===== src/rtl/nibble_to_byte_bram_fifo.sv =====
// nibble_to_byte_bram_fifo: nibble-in, byte-out FIFO controller around a mixed-width
// dual-port block RAM (port A 4-bit write, port B 8-bit read, 1-cycle read latency).
module nibble_to_byte_bram_fifo #(
    parameter int AW_A = 12,
    parameter int AW_B = 11
) (
    input  logic            clk,
    input  logic            reset,
    input  logic            flush,
    input  logic [3:0]      in_data,
    input  logic            in_valid,
    output logic            in_ready,
    output logic [7:0]      out_data,
    output logic            out_valid,
    input  logic            out_ready,
    output logic [AW_B:0]   byte_count,
    output logic            nib_pending,
    output logic            ram_ena,
    output logic            ram_wea,
    output logic [AW_A-1:0] ram_addra,
    output logic [3:0]      ram_dia,
    output logic            ram_enb,
    output logic [AW_B-1:0] ram_addrb,
    input  logic [7:0]      ram_dob
);
    logic [AW_A:0] wr_ptr, used, wr_ptr_n;
    logic [AW_B:0] rd_ptr, avail, rd_ptr_n, bc_n;
    logic [1:0]    cnt, lvl, occ, cnt_n;
    logic [7:0]    buf0, buf1, buf0_n, buf1_n;
    logic          inflight, clr, full, wr, issue, pop;
    assign clr      = reset | flush;
    assign used     = wr_ptr - {rd_ptr, 1'b0};
    assign full     = used[AW_A];
    assign in_ready = !full && !clr;
    assign wr       = in_valid && in_ready;
    assign avail    = wr_ptr[AW_A:1] - rd_ptr;
    assign out_valid = cnt != 2'd0;
    assign out_data  = buf0;
    assign pop       = out_valid && out_ready;
    assign nib_pending = wr_ptr[0];
    // occupancy after this cycle's pop lets a read issue every cycle while draining
    assign occ   = cnt + {1'b0, inflight} - {1'b0, pop};
    assign issue = !clr && avail != '0 && occ < 2'd2;
    assign ram_ena   = wr;
    assign ram_wea   = wr;
    assign ram_addra = wr ? wr_ptr[AW_A-1:0] : '0;
    assign ram_dia   = wr ? in_data : 4'd0;
    assign ram_enb   = issue;
    assign ram_addrb = issue ? rd_ptr[AW_B-1:0] : '0;
    always_comb begin
        lvl      = cnt - {1'b0, pop};
        buf0_n   = (inflight && lvl == 2'd0) ? ram_dob : pop ? buf1 : buf0;
        buf1_n   = (inflight && lvl == 2'd1) ? ram_dob : buf1;
        cnt_n    = lvl + {1'b0, inflight};
        wr_ptr_n = wr_ptr + (AW_A+1)'(wr);
        rd_ptr_n = rd_ptr + (AW_B+1)'(issue);
        bc_n     = (wr_ptr_n[AW_A:1] - rd_ptr_n) + (AW_B+1)'(issue) + (AW_B+1)'(cnt_n);
    end
    always_ff @(posedge clk) begin
        if (clr) begin
            wr_ptr     <= '0;
            rd_ptr     <= '0;
            cnt        <= 2'd0;
            inflight   <= 1'b0;
            buf0       <= 8'd0;
            buf1       <= 8'd0;
            byte_count <= '0;
        end else begin
            wr_ptr     <= wr_ptr_n;
            rd_ptr     <= rd_ptr_n;
            cnt        <= cnt_n;
            inflight   <= issue;
            buf0       <= buf0_n;
            buf1       <= buf1_n;
            byte_count <= bc_n;
        end
    end
endmodule


===== config.mk =====
export PLATFORM = sky130hd
export DESIGN_NAME = nibble_to_byte_bram_fifo
export DESIGN_NICKNAME = d
export VERILOG_FILES = /design/src/rtl/nibble_to_byte_bram_fifo.sv
export SDC_FILE = /design/constraint.sdc
export NUM_CORES = 1
export LEC_CHECK = 0
export CORE_MARGIN = 1.5
export CORE_UTILIZATION = 45
export CTS_CLUSTER_SIZE = 28
export DETAILED_ROUTE_END_ITERATION = 8
export PLACE_DENSITY = 0.7
export SYNTH_ARGS = -nofsm -noshare
export SYNTH_HDL_FRONTEND = slang
export SYNTH_SLANG_ARGS = --single-unit

===== constraint.sdc =====
create_clock -name clk -period 5.3 [get_ports clk]
set_input_delay 1.06 -clock clk [delete_from_list [all_inputs] [get_ports clk]]
set_output_delay 1.06 -clock clk [all_outputs]
set_load 0.05 [all_outputs]

**Yosys cells after proc, flatten, opt, wreduce, memory -nomap -nowiden**

Index checks and enable logic that the tools add are counted.

- Flip-flop bits (word level): 56
- Output and inout port bits: 53

- Add/sub/neg operators: 11
- Order comparisons: 1
- Equality and inequality tests: 1
- Mux-type cells: 5
- Bitwise operators: 1
- Reduce and logical (&&, ||, !) cells: 13

Operators by type and width:

| kind | count |
|---|---|
| $add A12 B1 Y12 | 2 |
| $sub A12 B12 Y12 | 2 |
| $mux W8 | 2 |
| $add A13 B1 Y13 | 1 |
| $sub A13 B13 Y13 | 1 |
| $add A12 B2 Y12 | 1 |
| $mux W12 | 1 |
| $reduce_bool A12 Y1 | 1 |
| $mux W11 | 1 |
| $logic_and A1 B1 Y1 | 7 |
| $add A2 B1 Y2 | 2 |
| $mux W4 | 1 |
| $reduce_bool A2 Y1 | 2 |
| $sub A2 B1 Y2 | 2 |
| $eq A2 B1 Y1 const B | 1 |
| $logic_not A1 Y1 | 2 |
| $logic_not A2 Y1 | 1 |
| $lt A2 B2 Y1 const B | 1 |
| $or A1 B1 Y1 | 1 |

**Longest topological paths before layout**

Gate-level depths: netlist of the first run.

- Word-level depth: 9
- Mapped depth: 24

**Least setup slack after synthesis of the first run**

No wires, ideal clock.

- Path kind: in2reg
- Start point: in out_ready
- End point: reg byte_count[11]
- Setup time: 0.060 ns
- Data arrival time: 6.456 ns
- Setup slack: -1.216 ns
- Stages: 20
- Path through: nand2_1 -> inv_1 -> ha_1 -> nor2b_1 -> xnor2_1 -> nor2_1 -> clkbuf_1 -> inv_1 -> o211ai_1 -> ha_1 -> ha_1 -> inv_1 -> fa_1 -> ha_1 -> a211oi_1 -> nor2_1 -> o311ai_0 -> a211oi_1 -> nor4_1 -> nand2b_1

- Cells in the longest elaborated chain, start to end: 8
- Elaborated cells between the ends (all ways): 10

Ends and longest elaborated chain:

| what | line | source |
|---|---|---|
| start: declaration | 15 | `input logic out_ready,` |
| $logic_and A1 B1 Y1 | 39 | `assign pop = out_valid && out_ready;` |
| $sub A2 B1 Y2 | 42 | `assign occ = cnt + {1'b0, inflight} - {1'b0, pop};` |
| $lt A2 B2 Y1 | 43 | `assign issue = !clr && avail != '0 && occ < 2'd2;` |
| $logic_and A1 B1 Y1 | 43 |  |
| named net ram_enb | 22 | `output logic ram_enb,` |
| $add A12 B1 Y12 | 56 | `rd_ptr_n = rd_ptr + (AW_B+1)'(issue);` |
| named net rd_ptr_n[1] | 27 | `logic [AW_B:0] rd_ptr, avail, rd_ptr_n, bc_n;` |
| $sub A12 B12 Y12 | 57 | `bc_n = (wr_ptr_n[AW_A:1] - rd_ptr_n) + (AW_B+1)'(issue) + (AW_B+1)'(cnt_n);` |
| $add A12 B1 Y12 | 57 |  |
| $add A12 B2 Y12 | 57 |  |
| end signal: assignment | 75 | `byte_count <= bc_n;` |
| end: declaration | 16 | `output logic [AW_B:0] byte_count,` |

The timed path passes the listed nets, and every way through them passes these cells.
A chain may end at the register's enable or synchronous reset.

**Worst setup path after layout of the first run**

- Start point: reg rd_ptr[3]
- End point: reg byte_count[11]

- Cells in the longest elaborated chain, start to end: 8
- Elaborated cells between the ends (all ways): 13

Ends and longest elaborated chain:

| what | line | source |
|---|---|---|
| start: declaration | 27 |  |
| start signal: assignment | 70 | `rd_ptr <= rd_ptr_n;` |
| $sub A13 B13 Y13 | 32 | `assign used = wr_ptr - {rd_ptr, 1'b0};` |
| $logic_not A1 Y1 | 34 | `assign in_ready = !full && !clr;` |
| $logic_and A1 B1 Y1 | 34 |  |
| $logic_and A1 B1 Y1 | 35 | `assign wr = in_valid && in_ready;` |
| $add A13 B1 Y13 | 55 | `wr_ptr_n = wr_ptr + (AW_A+1)'(wr);` |
| named net wr_ptr_n[2] | 26 | `logic [AW_A:0] wr_ptr, used, wr_ptr_n;` |
| $sub A12 B12 Y12 | 57 |  |
| $add A12 B1 Y12 | 57 |  |
| $add A12 B2 Y12 | 57 |  |

The timed path passes the listed nets, and every way through them passes these cells.

==> run_results.csv, run 1 <==
group,metric,value,unit
run_status,status,"complete, no violations",
clocking,numCtsBuffers,5,
pwr,leakage,2.158,nW
clocking,clock-root-buffer,"clkbuf_8",
drt,dr.pass1.iters,4,
placement,portBuffers,69,
worst_setup_path,rr_startpoint,"rd_ptr[3]$_SDFF_PP0_",
worst_setup_path,worstPathRequired,5560,ps
finish,num-fill-cells,735,
placement,dp.final_hpwl,8015,um
worst_setup_path,crit_chain,"inv_1 -> ha_2 -> a21o_1 -> and2_1 -> o311a_1 -> o21a_1 -> or4_1 -> nand2_2 -> ha_4 -> ha_2 -> xor2_2 -> fa_1 -> ha_1 -> a211oi_2 -> nor2_2 -> o311ai_4 -> a211oi_2 -> nor4_1 -> nand2b_1",
worst_setup_path,reg2reg_to,"byte_count[11]$_SDFF_PP0_",
global_route,grtUsageTotal,0.2172,
sta,hold_viol_final,0,
global_route,grt_pass1_vias,3350,
pwr,p_per_area,143.4,nW/um^2
finish,drive_above_1_share,0.2015,
synth,synth_top_cell_area_share,0.2829,
worst_setup_path,slowest_delay,480,ps
floorplanning,dieArea,9378,um^2
worst_setup_path,path_delay_family,"adder cells",
global_route,overflow,0,
worst_setup_path,startpoint_type,"flop",
drt,num_vias,3552,
synth,synthArstFlopShare,0,
pwr,finalPower,0.0007602,W
floorplanning,core-area,8636,um^2
clocking,cts_tree,"done",
synth,yosys_most_used_dff,"dfxtp_1",
drt,drt_wl_total,10230,um
finish,nets,589,
drt,remaining_drc_errors,0,
drt,vias_per_cell,5.559,
worst_hold_path,min_path_type,"flop to flop",
synth,syn_inst,458,
global_route,grt_max_degree,42,
worst_setup_path,cp_num_buf_inv,1,
sta,skew,9.186,ps
worst_setup_path,worstPathMaxFanout,6,
clocking,clk_path_buf_depth,2,
synth,ys_top_cells_by_area,"dfxtp_1 28%, ha_1 12%, xnor2_1 6.0%",
floorplanning,row_count,34,
worst_setup_path,crit_start,"rd_ptr[3]$_SDFF_PP0_",
clocking,htreeDepth,2,
synth,syn_area,3963,um^2
worst_setup_path,cp_slowest_cell,"fa_1",
worst_setup_path,rrSetupSlack,290,ps
worst_setup_path,worstPathArrival,5270,ps
finish,syn_to_final_growth,33.75,%
worst_setup_path,r2r_cells,19,
sta,finalCriticalPeriod,5006,ps
drt,drtAntennaViolNets,0,
sta,setup_viol,0,
floorplanning,initial_core_util,0.4589,
synth,synth_cell_types,52,
synth,yosysWarnings,0,
synth,synth_edf_count,0,
sta,slew_violations,0,
clocking,clk-insertion-delay-late,310,ps
floorplanning,fp.dieW,96.84,um
worst_setup_path,cp_num_cells,19,
global_route,grt_pass1_wl,16830,um
sta,hold_ws,505.5,ps
global_route,grt_antenna_before_repair,0,
sta,worstMarginPinSlew,629.5,ps
worst_setup_path,critPathKind,"flop to flop",
synth,synth_area_leader_cell,"dfxtp_1",
floorplanning,die_height,96.84,um
placement,place_congestion,0.8824,
finish,diodes,0,
drt,drtIter0Drc,172,
synth,ys_seq_elements,56,
synth,ys_seq_area_frac,0.2829,
synth,synth.most_common_cell,"dfxtp_1",
worst_setup_path,endpoint_kind,"flop",
sta,fmax,0.1998,GHz
drt,wl_per_cell,16.02,um
clocking,ctsHoldBuffers,0,
synth,yosys-top-cells-count,"56 x dfxtp_1, 45 x nor2_1, 39 x ha_1, 27 x nand2_1, 27 x xnor2_1",
synth,syn_avg_cell_area,8.652,um^2
sta,slew_headroom,0.5792,
pwr,vdd_ir_drop_max,156.7,uV
clocking,cts.sinks,56,
flow_run,maxCapViolCount,0,
floorplanning,io_pins,70,
sta,finalCritPeriodShare,0.9444,
synth,syn_nets,517,
clocking,cts.clk_slew.worst_paths,100,ps
worst_setup_path,endpoint,"byte_count[11]$_SDFF_PP0_",
## flip-flops by register name, indices dropped and copies added, names as in the netlist
name	cells
inflight	1
rd_ptr	12
buf1	8
out_data	8
wr_ptr	13
byte_count	12
cnt	2
## worst min path at each step
| stage | start | endpoint | slack [ps] | cells after the start |
|---|---|---|---|---|
| after detailed placement | buf1[4]$_SDFFE_PP0P_ | buf1[4]$_SDFFE_PP0P_ | 490 | 2 |
| after CTS | buf1[0]$_SDFFE_PP0P_ | buf1[0]$_SDFFE_PP0P_ | 510 | 2 |
| after floorplan | buf1[0]$_SDFFE_PP0P_ | buf1[0]$_SDFFE_PP0P_ | 460 | 2 |
| after global placement | buf1[5]$_SDFFE_PP0P_ | buf1[5]$_SDFFE_PP0P_ | 470 | 2 |
| final | buf1[0]$_SDFFE_PP0P_ | buf1[0]$_SDFFE_PP0P_ | 510 | 2 |
| after global routing | buf1[3]$_SDFFE_PP0P_ | buf1[3]$_SDFFE_PP0P_ | 540 | 2 |
## cells in the final DEF (no fill, tap or decap), drive strengths merged, types with 5 or more instances in the layout
master and n:
buf 51, a21oi 12, o21ai 12, and2 20, ha 39, clkbuf 5
o21bai 12, a21o 5, dfxtp 56, nand4 15, nor2 45, o211ai 17
xor2 9, mux2i 17, inv 26, nand2 27, a21boi 15, clkdlybuf4s50 39
nand3 9, a211oi 14, xnor2 27, and3 8
## through the flow
step	utilization	cells	area, um^2	setup slack, ps	setup TNS (ps)
3_3_place_gp	0.5942	628	5131	177.6	0
2_1_floorplan	-	458	4135	-194.2	-959.4
3_5_place_dp	0.5942	628	5131	124.5	0
4_1_cts	0.6075	636	5246	88.52	0
5_1_grt	0.6137	639	5300	-4.015	-4.015
6_report	0.6137	639	5300	294.5	0
## cells by family (layout without fill, tap and decap cells)
kind of cell               after synthesis  count (layout)  synth area share
DFF                                     56              56            0.2829
muxes                                   18              18           0.04578
AOI/OAI and AO/OA                      107             107            0.2059
and+or+nand+nor                        148             148            0.1882
xor gates and xnor gates                37              37           0.08526
buffers and inverters                   50             123           0.05368
adders and majority gates               42              42            0.1383
## worst reg2reg max path, cell delays in order, from the launching register on
cell	delay, ps
dfxtp_2	370
inv_1	130
ha_2	330
a21o_1	180
and2_1	190
o311a_1	390
o21a_1	210
or4_1	460
nand2_2	150
ha_4	170
ha_2	240
xor2_2	210
fa_1	480
ha_1	320
a211oi_2	260
nor2_2	100
o311ai_4	300
a211oi_2	120
nor4_1	230
nand2b_1	130
## timing repair
action | 4_1_cts | 5_1_grt
buffers inserted | 0 | 3
setup endpoints to repair | 0 | 7
resized for setup | 0 | 11
## final cells by class
cell class	count	area, um^2	area share
clock buffer	5	68.82	0.01298
clock inverter	3	46.29	0.008735
inverter	25	96.34	0.01818
multi-input combinational	352	2801	0.5286
sequential	56	1129	0.2129
tap	108	135.1	0.02550
timing repair buffer	90	1023	0.1931
## routing by layer
metal	vias up	GRT usage	routed length, um
met3	8	0.02529	329
met2	76	0.3556	4819
met4	0	0.03567	82
met5	-	0	0
li1	1780	-	-
met1	1688	0.3120	5002
## where the power goes
part	switching, W	total, W	internal [W]	leakage, nW
Combinational	0.0000290	0.0000530	0.0000239	1.65
Clock	0.000144	0.000286	0.000143	0.0548
Sequential	0.000000368	0.000421	0.000420	0.453
Total	0.000173	0.000760	0.000587	2.16
Note: power is estimated with default switching activity, not from simulation.
==> inputs of run 2 (changes only) <==
- CAP_MARGIN: not set -> 0
==> results of run 2 <==
Same layout as run 1: the final DEF is identical, and so are final timing and power.
